==> config.mk <==
export PLATFORM = sky130hd
export DESIGN_NAME = dup_adder_seq_ctrl
export DESIGN_NICKNAME = d
export VERILOG_FILES = /design/src/rtl/dup_adder_pkg.sv /design/src/rtl/dup_adder_seq_ctrl_parity_tree.sv /design/src/rtl/dup_adder_seq_ctrl.sv
export SDC_FILE = /design/constraint.sdc
export NUM_CORES = 1
export LEC_CHECK = 0
export BUFFER_PORTS_ARGS = -buffer_cell sky130_fd_sc_hd__buf_2
export CAP_MARGIN = 20
export CORE_AREA = 2 2 182 184
export CTS_CLUSTER_SIZE = 28
export DETAILED_ROUTE_END_ITERATION = 8
export DIE_AREA = 0 0 184 186
export PLACE_DENSITY = 0.58
export RECOVER_POWER = 25
export SKIP_CTS_REPAIR_TIMING = 1
export SLEW_MARGIN = 20
export SYNTH_ARGS = -nofsm -noshare
export SYNTH_HDL_FRONTEND = slang
export SYNTH_SLANG_ARGS = --single-unit
==> constraint.sdc <==
create_clock -name clk -period 2.4 [get_ports clk]
set_clock_uncertainty 0.15 [all_clocks]
set_input_delay 0.24 -clock clk [delete_from_list [all_inputs] [get_ports clk]]
set_output_delay 0.24 -clock clk [all_outputs]
set_load 0.01 [all_outputs]
==> src/rtl/dup_adder_pkg.sv <==
// Shared types and helpers for the duplicated-adder sequencing controller.
// Imported by dup_adder_seq_ctrl and parity_tree.
package dup_adder_pkg;

    typedef enum logic [2:0] {
        IDLE   = 3'd0,
        DRIVE  = 3'd1,
        SETTLE = 3'd2,
        CHECK  = 3'd3,
        RESP   = 3'd4
    } ctrl_state_t;

    localparam int RETRY_W = 3;
    localparam int CNT_W   = 4;
    localparam int DATA_W  = 64;

    // Callers zero-extend s and one-extend s_inv so unused upper bits agree.
    function automatic logic check_ok(
        input logic [DATA_W-1:0] s,
        input logic [DATA_W-1:0] s_inv,
        input logic              papb,
        input logic              pab
    );
        return (s == ~s_inv) && (papb == pab);
    endfunction

endpackage

==> src/rtl/dup_adder_seq_ctrl_parity_tree.sv <==
// WIDTH-input XOR reduction producing even parity of a data word.
// Used by dup_adder_seq_ctrl for the adder operand parities.
module parity_tree
    import dup_adder_pkg::*;
#(
    parameter int WIDTH = 64
) (
    input  logic [WIDTH-1:0] data,
    output logic             parity
);

    assign parity = ^data;

endmodule

==> src/rtl/dup_adder_seq_ctrl.sv <==
// Sequencing/check controller for the duplicated carry-select adder.
// Optional DUP_ADDER_FAULT_STATS_EN adds saturating fault/retry counters.
module dup_adder_seq_ctrl
    import dup_adder_pkg::*;
#(
    parameter int WIDTH         = 64,
    parameter int SETTLE_CYCLES = 1,
    parameter int MAX_RETRY     = 2
) (
    input  logic               clk,
    input  logic               rst_n,
    input  logic               req_valid,
    output logic               req_ready,
    input  logic [WIDTH-1:0]   req_a,
    input  logic [WIDTH-1:0]   req_b,
    output logic [WIDTH-1:0]   add_a,
    output logic [WIDTH-1:0]   add_b,
    output logic               add_pa,
    output logic               add_pb,
    input  logic [WIDTH-1:0]   add_s,
    input  logic [WIDTH-1:0]   add_s_inv,
    input  logic               add_papb,
    input  logic               add_pab,
    output logic               rsp_valid,
    input  logic               rsp_ready,
    output logic [WIDTH-1:0]   rsp_sum,
    output logic               rsp_fault,
    output logic [RETRY_W-1:0] rsp_retries,
    output logic               busy
`ifdef DUP_ADDER_FAULT_STATS_EN
    ,
    output logic [15:0]        fault_cnt,
    output logic [15:0]        retry_cnt
`endif
);

    localparam logic [RETRY_W-1:0] MAX_R =
        RETRY_W'(MAX_RETRY);
    localparam logic [CNT_W-1:0] SET_LOAD =
        CNT_W'(SETTLE_CYCLES - 1);
    localparam logic [CNT_W-1:0] RTY_LOAD =
        CNT_W'((SETTLE_CYCLES > 1) ? SETTLE_CYCLES - 2 : 0);

    ctrl_state_t        state;
    logic [CNT_W-1:0]   cnt;
    logic [RETRY_W-1:0] retry_q;
    logic               par_a;
    logic               par_b;
    logic [DATA_W-1:0]  s_ext;
    logic [DATA_W-1:0]  sinv_ext;
    logic               ok;
    logic               in_check;
    logic               retry_go;
    logic               fault_go;

    parity_tree #(.WIDTH(WIDTH)) u_par_a (
        .data   (req_a),
        .parity (par_a)
    );

    parity_tree #(.WIDTH(WIDTH)) u_par_b (
        .data   (req_b),
        .parity (par_b)
    );

    assign s_ext    = DATA_W'(add_s);
    assign sinv_ext = ~DATA_W'(~add_s_inv);
    assign ok       = check_ok(s_ext, sinv_ext, add_papb, add_pab);
    assign in_check = (state == CHECK);
    assign retry_go = in_check && !ok && (retry_q < MAX_R);
    assign fault_go = in_check && !ok && !(retry_q < MAX_R);

    assign req_ready   = (state == IDLE);
    assign busy        = (state != IDLE);
    assign rsp_valid   = (state == RESP);
    assign rsp_retries = retry_q;

    always_ff @(posedge clk) begin
        if (!rst_n) begin
            state     <= IDLE;
            cnt       <= '0;
            retry_q   <= '0;
            add_a     <= '0;
            add_b     <= '0;
            add_pa    <= 1'b0;
            add_pb    <= 1'b0;
            rsp_sum   <= '0;
            rsp_fault <= 1'b0;
        end else begin
            unique case (state)
                IDLE: begin
                    if (req_valid) begin
                        add_a  <= req_a;
                        add_b  <= req_b;
                        add_pa <= par_a;
                        add_pb <= par_b;
                        state  <= DRIVE;
                    end
                end
                DRIVE: begin
                    // On a retry the inputs never moved, so DRIVE
                    // itself counts as one settle cycle.
                    if (retry_q == '0) begin
                        cnt   <= SET_LOAD;
                        state <= SETTLE;
                    end else if (SETTLE_CYCLES <= 1) begin
                        state <= CHECK;
                    end else begin
                        cnt   <= RTY_LOAD;
                        state <= SETTLE;
                    end
                end
                SETTLE: begin
                    if (cnt == '0) begin
                        state <= CHECK;
                    end else begin
                        cnt <= cnt - 1'b1;
                    end
                end
                CHECK: begin
                    if (ok) begin
                        rsp_sum   <= add_s;
                        rsp_fault <= 1'b0;
                        state     <= RESP;
                    end else if (retry_go) begin
                        retry_q <= retry_q + 1'b1;
                        state   <= DRIVE;
                    end else begin
                        rsp_sum   <= add_s;
                        rsp_fault <= 1'b1;
                        state     <= RESP;
                    end
                end
                RESP: begin
                    if (rsp_ready) begin
                        retry_q <= '0;
                        state   <= IDLE;
                    end
                end
                default: state <= IDLE;
            endcase
        end
    end

`ifdef DUP_ADDER_FAULT_STATS_EN
    always_ff @(posedge clk) begin
        if (!rst_n) begin
            fault_cnt <= '0;
            retry_cnt <= '0;
        end else begin
            if (fault_go && (fault_cnt != 16'hFFFF)) begin
                fault_cnt <= fault_cnt + 16'd1;
            end
            if (retry_go && (retry_cnt != 16'hFFFF)) begin
                retry_cnt <= retry_cnt + 16'd1;
            end
        end
    end
`else
    logic unused_fault_go;
    assign unused_fault_go = fault_go;
`endif

endmodule
==> results of run 1 <==
[metal layers]
metal / vias up / wire, microns
met4: 0 / 1110
met1: 4803 / 16200
met2: 369 / 17900
met5: - / 0
li1: 5059 / -
met3: 60 / 2840
[flip-flops by register name, summed over array words and instances (netlist names)]
signal / count
cnt: 4
state: 3
add_pb: 1
add_a: 64
add_b: 64
add_pa: 1
rsp_fault: 1
rsp_retries: 3
rsp_sum: 64
[final timing paths]
path / start / endpoint / slack [ns] / depth (start not counted)
worst max-delay path: add_s[6] / rsp_sum[10] / 0.11 / 10
worst min-delay path: req_valid / state[2] / 0.03 / 3
worst max register to register: state[2] / add_a[34] / 0.38 / 5
worst min register to register: add_a[17] / add_a[17] / 0.30 / 2
[synthesized netlist by cell type, types with 2 or more instances]
cell	instances
nand3_1	64
nor2_1	12
mux2i_1	2
nor2b_1	2
ha_1	4
dfxtp_1	205
nand4_1	7
o21ai_0	63
nand3b_1	2
xor2_1	28
and2_1	3
clkbuf_1	64
xnor2_1	164
nand2_1	267
nor3_1	4
buf_2	11
a211oi_1	3
nor3b_1	2
inv_1	6
o21ai_1	8
buf_6	5
nor4_1	13
a21oi_1	199
[logic make-up (layout without fill, tap and decap cells)]
kind of cell             after synthesis  after routing  synth area share, %
buffers and inverters                 87            734                 4.13
adder cells (fa/ha/maj)                4              4                0.541
XOR/XNOR                             192            192                 18.2
AND/OR/NAND/NOR                      378            378                 17.2
AO/OA/AOI/OAI                        279            279                 15.3
other                                  0              1                    0
multiplexers                           2              2                0.216
flip-flops                           205            205                 44.4
[layout make-up]
class                           count  area (sq um)  area share, %
Antenna cell                        1          2.50         0.0170
Clock buffer                       38           744           5.05
Clock inverter                      5          75.1          0.509
Inverter                            6          27.5          0.187
Multi-Input combinational cell    855          4790           32.5
Sequential cell                   205          4100           27.8
Tap cell                          408           510           3.46
Timing Repair Buffer              685          4480           30.4
[cells in the final DEF, fill, tap and decap left out, types with 28 or more instances in the layout]
cell type	count
a21oi_1	199
buf_2	362
clkbuf_1	106
dfxtp_1	205
dlygate4sd3_1	194
nand2_1	266
nand3_1	64
o21ai_0	63
xnor2_1	164
xor2_1	28
[stage by stage]
step	utilization, %	hold slack (ns)	setup TNS (ns)	setup WS [ns]
floorplan	-	0.226	0	0.283
global placement	37.6	0.289	-4.60	-0.124
detailed placement	37.6	0.293	-6.61	-0.156
CTS	40.1	-0.201	0	0.260
global route	45.8	0.0426	-0.00232	-0.00232
finish	45.8	0.0282	0	0.112
[worst max-delay path, stage by stage]
cell and delay [ns]:
dlygate4sd3_1 0.54, buf_2 0.15, xor2_1 0.34, nand4_1 0.16, nor4_2 0.29, buf_4 0.19, a211o_2 0.20, buf_12 0.18
nand3_1 0.12, a21oi_1 0.15
[power by group through the flow]
stage	logic (mW)	registers, mW	clock network, mW
floorplan	1.32	3.91	0
global placement	2.43	3.81	0
detailed placement	2.44	3.82	0
CTS	2.44	3.75	3.89
global route	2.90	3.78	4.02
finish	2.63	3.76	3.79
==> out/results.tsv, run 1 <==
stage	metric	value	unit
run_status	status	complete, no violations	
global_route	met1_usage	26.1	%
critical_path	crit_type	in -> reg	
power_and_ir_drop	swShare	29.5	%
logic_synthesis	postSynthAreaPerCell	8.06	sq um
min_path	holdCritPathClass	in -> reg	
power_and_ir_drop	p_int	7.18	mW
global_route	grt_pass1_vias	9111	
cells_and_area	nets	2044	
logic_synthesis	syn_inst	1147	
detailed_routing	postRouteAntennaNets	0	
placement	hpwl	27400	microns
power_and_ir_drop	peakVddDrop	0.000490	V
logic_synthesis	ys_async_sr_fraction	0	%
clock_network	cts_made_buffers	25	
cells_and_area	drive_gt1_share	24.3	%
clock_network	insertion_delay	0.51	ns
clock_network	cts.sinks	205	
clock_network	h-tree-depth	1	
cells_and_area	nFillCells	3259	
critical_path	cp-start-kind	primary input	
power_and_ir_drop	switching_power	3.01	mW
clock_network	clockBufferDepth	3	
global_route	antenna_found_initial	1	
global_route	grt_use_met2	31.7	%
power_and_ir_drop	p_leak	6.00	nW
logic_synthesis	yosys-top-cells-area	dfxtp_1, xnor2_1, nand2_1	
floorplanning	rows	66	
sta	setup_viol	0	
logic_synthesis	ys_ff_latch	205	
power_and_ir_drop	powerDensity	691	nW/um^2
placement	port_buffers	462	
global_route	grt_max_degree	76	
sta	hold_viol	0	
placement	dp_cells	1965	
critical_path	worstPathArrival	2.58	ns
logic_synthesis	synth_top_area_share	44.4	%
floorplanning	die_area	34200	sq um
floorplanning	core_region_area	32200	sq um
clock_network	cts_root_buf	clkbuf_16	
logic_synthesis	ys.flop_type	dfxtp_1	
sta	timing.final.crit_share	95.3	%
detailed_routing	drc	0	
placement	gp_congestion	1.05	
critical_path	crit_required	2.69	ns
floorplanning	die_x	184	microns
global_route	overflow	0	
logic_synthesis	ys_seq_area_share	44.4	%
critical_path	crit_path_end_kind	flip-flop	
sta	drv_slew	0	
logic_synthesis	yosysWarnings	0	
power_and_ir_drop	p_comb_share	25.8	%
sta	timing.slew.headroom	65.7	%
cells_and_area	final_area	14700	sq um
global_route	use_met3	5.34	%
floorplanning	num_io_pins	463	
logic_synthesis	synth_cell_type_count	32	
sta	fin_crit	2.29	ns
cells_and_area	area_delta_synth_final	59.4	%
critical_path	path_max_fanout	23	
placement	placed_area	12100	sq um
floorplanning	die_h	186	microns
detailed_routing	viasPerCell	4.67	
detailed_routing	wire_per_inst	17.3	microns
power_and_ir_drop	power_frac_seq	36.9	%
logic_synthesis	synth_edf_count	0	
sta	maxClockFrequency	0.437	GHz
power_and_ir_drop	total_power	10.2	mW
flow_run	drv_cap	0	
detailed_routing	drtIter0Drc	607	
sta	tightest_slew	0.513	ns
floorplanning	start_util	28.7	%
detailed_routing	vias	10300	
power_and_ir_drop	clkPwrFrac	37.2	%
cells_and_area	layout.cells.non_filler	2203	
logic_synthesis	synth_area	9250	sq um
global_route	grt_pass1_wl	52700	microns
logic_synthesis	yosysTopAreaCell	dfxtp_1	
clock_network	clk_pin_slew	0.06	ns
global_route	grt.busiest_layer	met2	
detailed_routing	wirelength	38100	microns
clock_network	cts_tree	yes	
logic_synthesis	syn-num-nets	1413	
detailed_routing	drt-pass1-iter-count	4	
global_route	grt_use_total	19.9	%
Note: power is estimated with default switching activity, not from simulation.
==> run 2: changes to the inputs <==
- RECOVER_POWER: 25 -> default
==> run 2 against run 1 <==
Against the previous run:
- core utilization grew 0.39 points
- register-to-register slack is essentially flat
- worst setup slack lost 0.014 ns
- die area is the same
- fmax shrank 0.60%
- critical path depth is the same
- routed wire length is essentially flat
- largest cell class unchanged
- largest power group unchanged
==> out/results.tsv, run 2 (synthesis gave the netlist of run 1 again) <==
stage	metric	value	unit
sta	fin_crit	2.30	ns
sta	timing.final.crit_share	95.9	%
clock_network	clk_pin_slew	0.06	ns
critical_path	path_cells	dlygate4sd3_1, buf_2, xor2_1, nand4_1, nor4_2, buf_4, a211o_2, buf_12, nand3_1, a21oi_1	
clock_network	h-tree-depth	1	
cells_and_area	drive_gt1_share	29.9	%
cells_and_area	nets	2044	
critical_path	cpPeakStageDelay	0.56	ns
clock_network	insertion_delay	0.51	ns
global_route	grt_pass1_wl	52700	microns
global_route	grt_max_degree	76	
detailed_routing	vias	10300	
floorplanning	rows	66	
critical_path	crit_path_end_kind	flip-flop	
cells_and_area	layout_commonest_cell	buf_2	
power_and_ir_drop	peakVddDrop	0.000490	V
critical_path	crit_type	in -> reg	
min_path	hp-start	req_valid	
critical_path	cp-start-kind	primary input	
clock_network	cts.sinks	205	
global_route	grt_use_total	19.9	%
sta	setup_viol	0	
detailed_routing	postRouteAntennaNets	0	
power_and_ir_drop	powerDensity	688	nW/um^2
detailed_routing	drc	0	
critical_path	crit_required	2.70	ns
run_status	status	complete, no violations	
clock_network	cts_tree	yes	
detailed_routing	drtIter0Drc	613	
min_path	holdCritPathClass	in -> reg	
detailed_routing	wire_per_inst	17.3	microns
detailed_routing	viasPerCell	4.69	
clock_network	cts_made_buffers	25	
cells_and_area	multi_input_area	4790	sq um
critical_path	crit_path_start	add_s[31]	
clock_network	clockBufferDepth	3	
flow_run	drv_cap	0	
floorplanning	num_io_pins	463	
global_route	overflow	0	
cells_and_area	final_cell_mix	buf_2, nand2_1, dfxtp_1	
critical_path	path_max_fanout	27	
floorplanning	die_x	184	microns
cells_and_area	nFillCells	3208	
sta	timing.slew.headroom	65.5	%
cells_and_area	final_util	46.2	%
floorplanning	die_h	186	microns
critical_path	crit_slowest_cell	dlygate4sd3_1	
sta	drv_slew	0	
placement	hpwl	27400	microns
cells_and_area	layout.cells.non_filler	2203	
placement	dp_cells	1965	
clock_network	cts_root_buf	clkbuf_16	
cells_and_area	reg_top3	add_a x64, add_b x64, rsp_sum x64	
placement	placed_area	12100	sq um
power_and_ir_drop	p_leak	6.42	nW
critical_path	rr_startpoint	state[2]	
placement	dp_slack	-0.156	ns
sta	tightest_slew	0.516	ns
sta	fin_ws	0.0978	ns
global_route	grt_pass1_vias	9111	
cells_and_area	final_area	14900	sq um
global_route	antenna_found_initial	1	
placement	gp_congestion	1.05	
sta	finalSetupTns	0	ns
floorplanning	core_region_area	32200	sq um
placement	port_buffers	462	
cells_and_area	area_delta_synth_final	60.7	%
detailed_routing	drt-pass1-iter-count	5	
floorplanning	start_util	28.7	%
sta	maxClockFrequency	0.434	GHz
critical_path	worstPathArrival	2.60	ns
cells_and_area	seq_area	4100	sq um
detailed_routing	wirelength	38000	microns
floorplanning	die_area	34200	sq um
sta	hold_viol	0	
==> run 2: changes by cell type in the layout (fill, tap and decap cells not counted), sizes merged <==
cell    before  now
clkbuf     138   38
buf        391  491
==> run 2: worst max-delay path: cells and delay by family <==
kind | cells | cell delay, ns
AOI/OAI and AO/OA | 2 | 0.36
and+or+nand+nor | 3 | 0.56
buffers and inverters | 4 | 1.09
xor gates and xnor gates | 1 | 0.34
==> run 2: worst paths after layout <==
check | slack [ns] | to | cells after the start
max | 0.1 | rsp_sum[46] | 10
min | 0.03 | state[2] | 3
max reg2reg | 0.37 | add_a[46] | 5
min reg2reg | 0.30 | add_b[38] | 2
==> run 2: per-stage QoR <==
step                hold WS, ns  power, mW
finish                   0.0274       10.2
global route             0.0426       10.7
CTS                      -0.201       10.1
detailed placement        0.293       6.26
global placement          0.289       6.24
floorplan                 0.226       5.24
==> run 2: power breakdown <==
group / total, mW / switching (mW) / internal (mW)
Sequential: 3.76 / 0.123 / 3.63
Combinational: 2.68 / 1.44 / 1.25
Clock: 3.79 / 1.46 / 2.33
==> run 2: area by class of cell <==
| cell class | instances | area share (%) |
|---|---|---|
| multi-input cells | 855 | 32.2 |
| repair buffers | 685 | 31.0 |
| flip-flops and latches | 205 | 27.6 |
| clock buffers | 38 | 5.01 |
| well taps | 408 | 3.43 |
| clock inverters | 5 | 0.505 |
| inverters | 6 | 0.185 |
| diodes | 1 | 0.0168 |
==> run 2: layer usage <==
metal	vias up	part of all wire (%)	track usage [%]	wire (microns)
met5	-	0	0	0
met4	0	2.9	6.24	1110
met3	65	7.3	5.34	2790
met2	373	47	31.7	17900
met1	4825	43	26.1	16200
li1	5060	-	-	-
==> run 3: changes to the inputs <==
- CELL_PAD_IN_SITES_DETAIL_PLACEMENT: default -> 1
- CELL_PAD_IN_SITES_GLOBAL_PLACEMENT: default -> 1
- CORE_AREA: 2 2 182 184 -> 2 2 179 181
- CTS_CLUSTER_SIZE: 28 -> default
- DIE_AREA: 0 0 184 186 -> 0 0 181 183
- PLACE_DENSITY: 0.58 -> 0.78
==> run 3 against run 2 <==
Against the previous run:
- critical path depth grew 1
- sequential cell count unchanged
- sequential share of layout area decreased by 0.33 points
- register-to-register slack got worse by 0.07 ns
- fmax is 0.41% lower
- via count increased by 6.1%
- cell area increased by 1.2%
- first-iteration DRC count down 12%
- sequential power about the same
- worst setup slack lost 0.0094 ns
- critical path type unchanged
- critical endpoint is now rsp_sum[43]
- largest power group unchanged
- highest routed layer unchanged
==> out/results.tsv, run 3 (synthesis gave the netlist of run 1 again) <==
stage	metric	value	unit
global_route	overflow	0	
cells_and_area	reg_top3	add_a x64, add_b x64, rsp_sum x64	
critical_path	crit_type	in -> reg	
critical_path	r2r_setup_slack	0.30	ns
global_route	grt_pass1_vias	10100	
power_and_ir_drop	p_leak	6.49	nW
clock_network	clockBufferDepth	3	
flow_run	drv_cap	0	
floorplanning	die_h	183	microns
sta	hold_viol	0	
clock_network	cts_tree	yes	
detailed_routing	drc	0	
critical_path	cp-start-kind	primary input	
detailed_routing	vias	10900	
cells_and_area	drive_gt1_share	30.4	%
clock_network	clk_pin_slew	0.06	ns
min_path	holdCritPathClass	in -> reg	
floorplanning	num_io_pins	463	
floorplanning	die_area	33100	sq um
sta	drv_slew	0	
cells_and_area	final_util	48.2	%
clock_network	cts_made_buffers	26	
critical_path	r2r_cells	5	
sta	tightest_slew	0.506	ns
global_route	grt_use_total	21.9	%
cells_and_area	seq_area	4100	sq um
detailed_routing	viasPerCell	4.95	
critical_path	cpPeakStageDelay	0.54	ns
cells_and_area	area_delta_synth_final	62.7	%
cells_and_area	multi_input_area	4790	sq um
global_route	grt_pass1_wl	57600	microns
min_path	min_to	state[2]	
placement	port_buffers	462	
critical_path	crit_path_end_kind	flip-flop	
clock_network	cts_root_buf	clkbuf_16	
clock_network	cts.sinks	205	
floorplanning	rows	65	
placement	gp_congestion	0.950	
sta	setup_viol	0	
cells_and_area	layout_commonest_cell	buf_2	
global_route	grt_max_degree	69	
floorplanning	start_util	29.6	%
critical_path	crit_required	2.70	ns
detailed_routing	postRouteAntennaNets	0	
critical_path	rr_startpoint	state[1]	
power_and_ir_drop	powerDensity	718	nW/um^2
clock_network	h-tree-depth	1	
floorplanning	die_x	181	microns
cells_and_area	nets	2047	
power_and_ir_drop	peakVddDrop	0.000494	V
sta	fin_ws	0.0885	ns
critical_path	crit_slowest_cell	dlygate4sd3_1	
cells_and_area	nFillCells	3824	
power_and_ir_drop	total_power	10.8	mW
placement	dp_cells	1961	
critical_path	r2r_end	rsp_retries[0]	
detailed_routing	wire_per_inst	20.6	microns
detailed_routing	drt-pass1-iter-count	5	
critical_path	path_max_fanout	32	
clock_network	insertion_delay	0.52	ns
detailed_routing	wirelength	45500	microns
sta	fin_crit	2.31	ns
critical_path	worstPathArrival	2.61	ns
sta	timing.final.crit_share	96.3	%
cells_and_area	final_cell_mix	buf_2, nand2_1, dfxtp_1	
placement	hpwl	29400	microns
detailed_routing	drtIter0Drc	540	
min_path	hold_depth	3	
global_route	antenna_found_initial	5	
placement	dp_slack	-0.0388	ns
min_path	hp-start	req_valid	
critical_path	path_cells	dlygate4sd3_1, buf_2, xnor2_1, nor4_1, nand4_1, nor3_1, buf_4, a211o_2, buf_12, nand3_1, a21oi_1	
cells_and_area	layout.cells.non_filler	2210	
run_status	status	complete, no violations	
floorplanning	core_region_area	31200	sq um
sta	maxClockFrequency	0.433	GHz
sta	timing.slew.headroom	66.0	%
## run 3: cell count changes in the layout (fill, tap and decap cells not counted)
| cell | previous run | this run |
|---|---|---|
| diode_2 | 1 | 7 |
| clkbuf_1 | 6 | 1 |
| clkinvlp_4 | 0 | 5 |
| buf_12 | 11 | 14 |
| clkbuf_8 | 7 | 4 |
| bufinv_16 | 2 | 4 |
| clkbuf_16 | 25 | 27 |
| clkinv_4 | 0 | 2 |
| buf_4 | 18 | 17 |
| clkinv_2 | 3 | 4 |
| inv_6 | 1 | 2 |
## run 3: layout make-up
class / count / share of cell area [%]
inverters: 6 / 0.183
clock buffers: 32 / 4.88
well taps: 402 / 3.34
flip-flops and latches: 205 / 27.3
multi-input cells: 855 / 31.9
diodes: 7 / 0.116
repair buffers: 687 / 31.0
clock inverters: 16 / 1.36
## run 3: worst max-delay path: cells and delay by family
kind                   cells  cell delay [ns]
buffers and inverters      4             1.10
AND/OR/NAND/NOR            4             0.74
AO/OA/AOI/OAI              2             0.38
XOR/XNOR                   1             0.13
## run 3: power by group
part | leakage (nW) | switching, mW | internal (mW) | total [mW]
logic | 4.37 | 1.51 | 1.27 | 2.78
clock network | 0.448 | 1.64 | 2.61 | 4.25
registers | 1.67 | 0.138 | 3.63 | 3.77
## run 3: how the worst max path moves through the flow
| stage | endpoint | from | depth (start not counted) |
|---|---|---|---|
| floorplan | add_a[19] | state[0] | 8 |
| global placement | state[2] | add_s[29] | 11 |
| detailed placement | rsp_sum[57] | add_s[50] | 11 |
| CTS | rsp_retries[2] | state[1] | 5 |
| global route | rsp_sum[57] | add_s[19] | 11 |
| finish | rsp_sum[43] | add_s[19] | 11 |
## run 3: per-stage QoR
stage          hold WS (ns)  setup TNS, ns  cell area [sq um]
3_5_place_dp          0.293         -0.312              12100
2_1_floorplan         0.226              0               9250
3_3_place_gp          0.289        -0.0144              12100
4_1_cts              -0.217              0              13100
6_report             0.0340              0              15000
5_1_grt              0.0687       -0.00151              15000
## run 3: metal layers
layer | vias up | track usage (%) | share of wire, %
li1 | 5087 | - | -
met5 | - | 0 | 0
met2 | 382 | 38.0 | 51
met3 | 126 | 5.52 | 5.7
met4 | 0 | 7.32 | 4.2
met1 | 5353 | 26.6 | 39
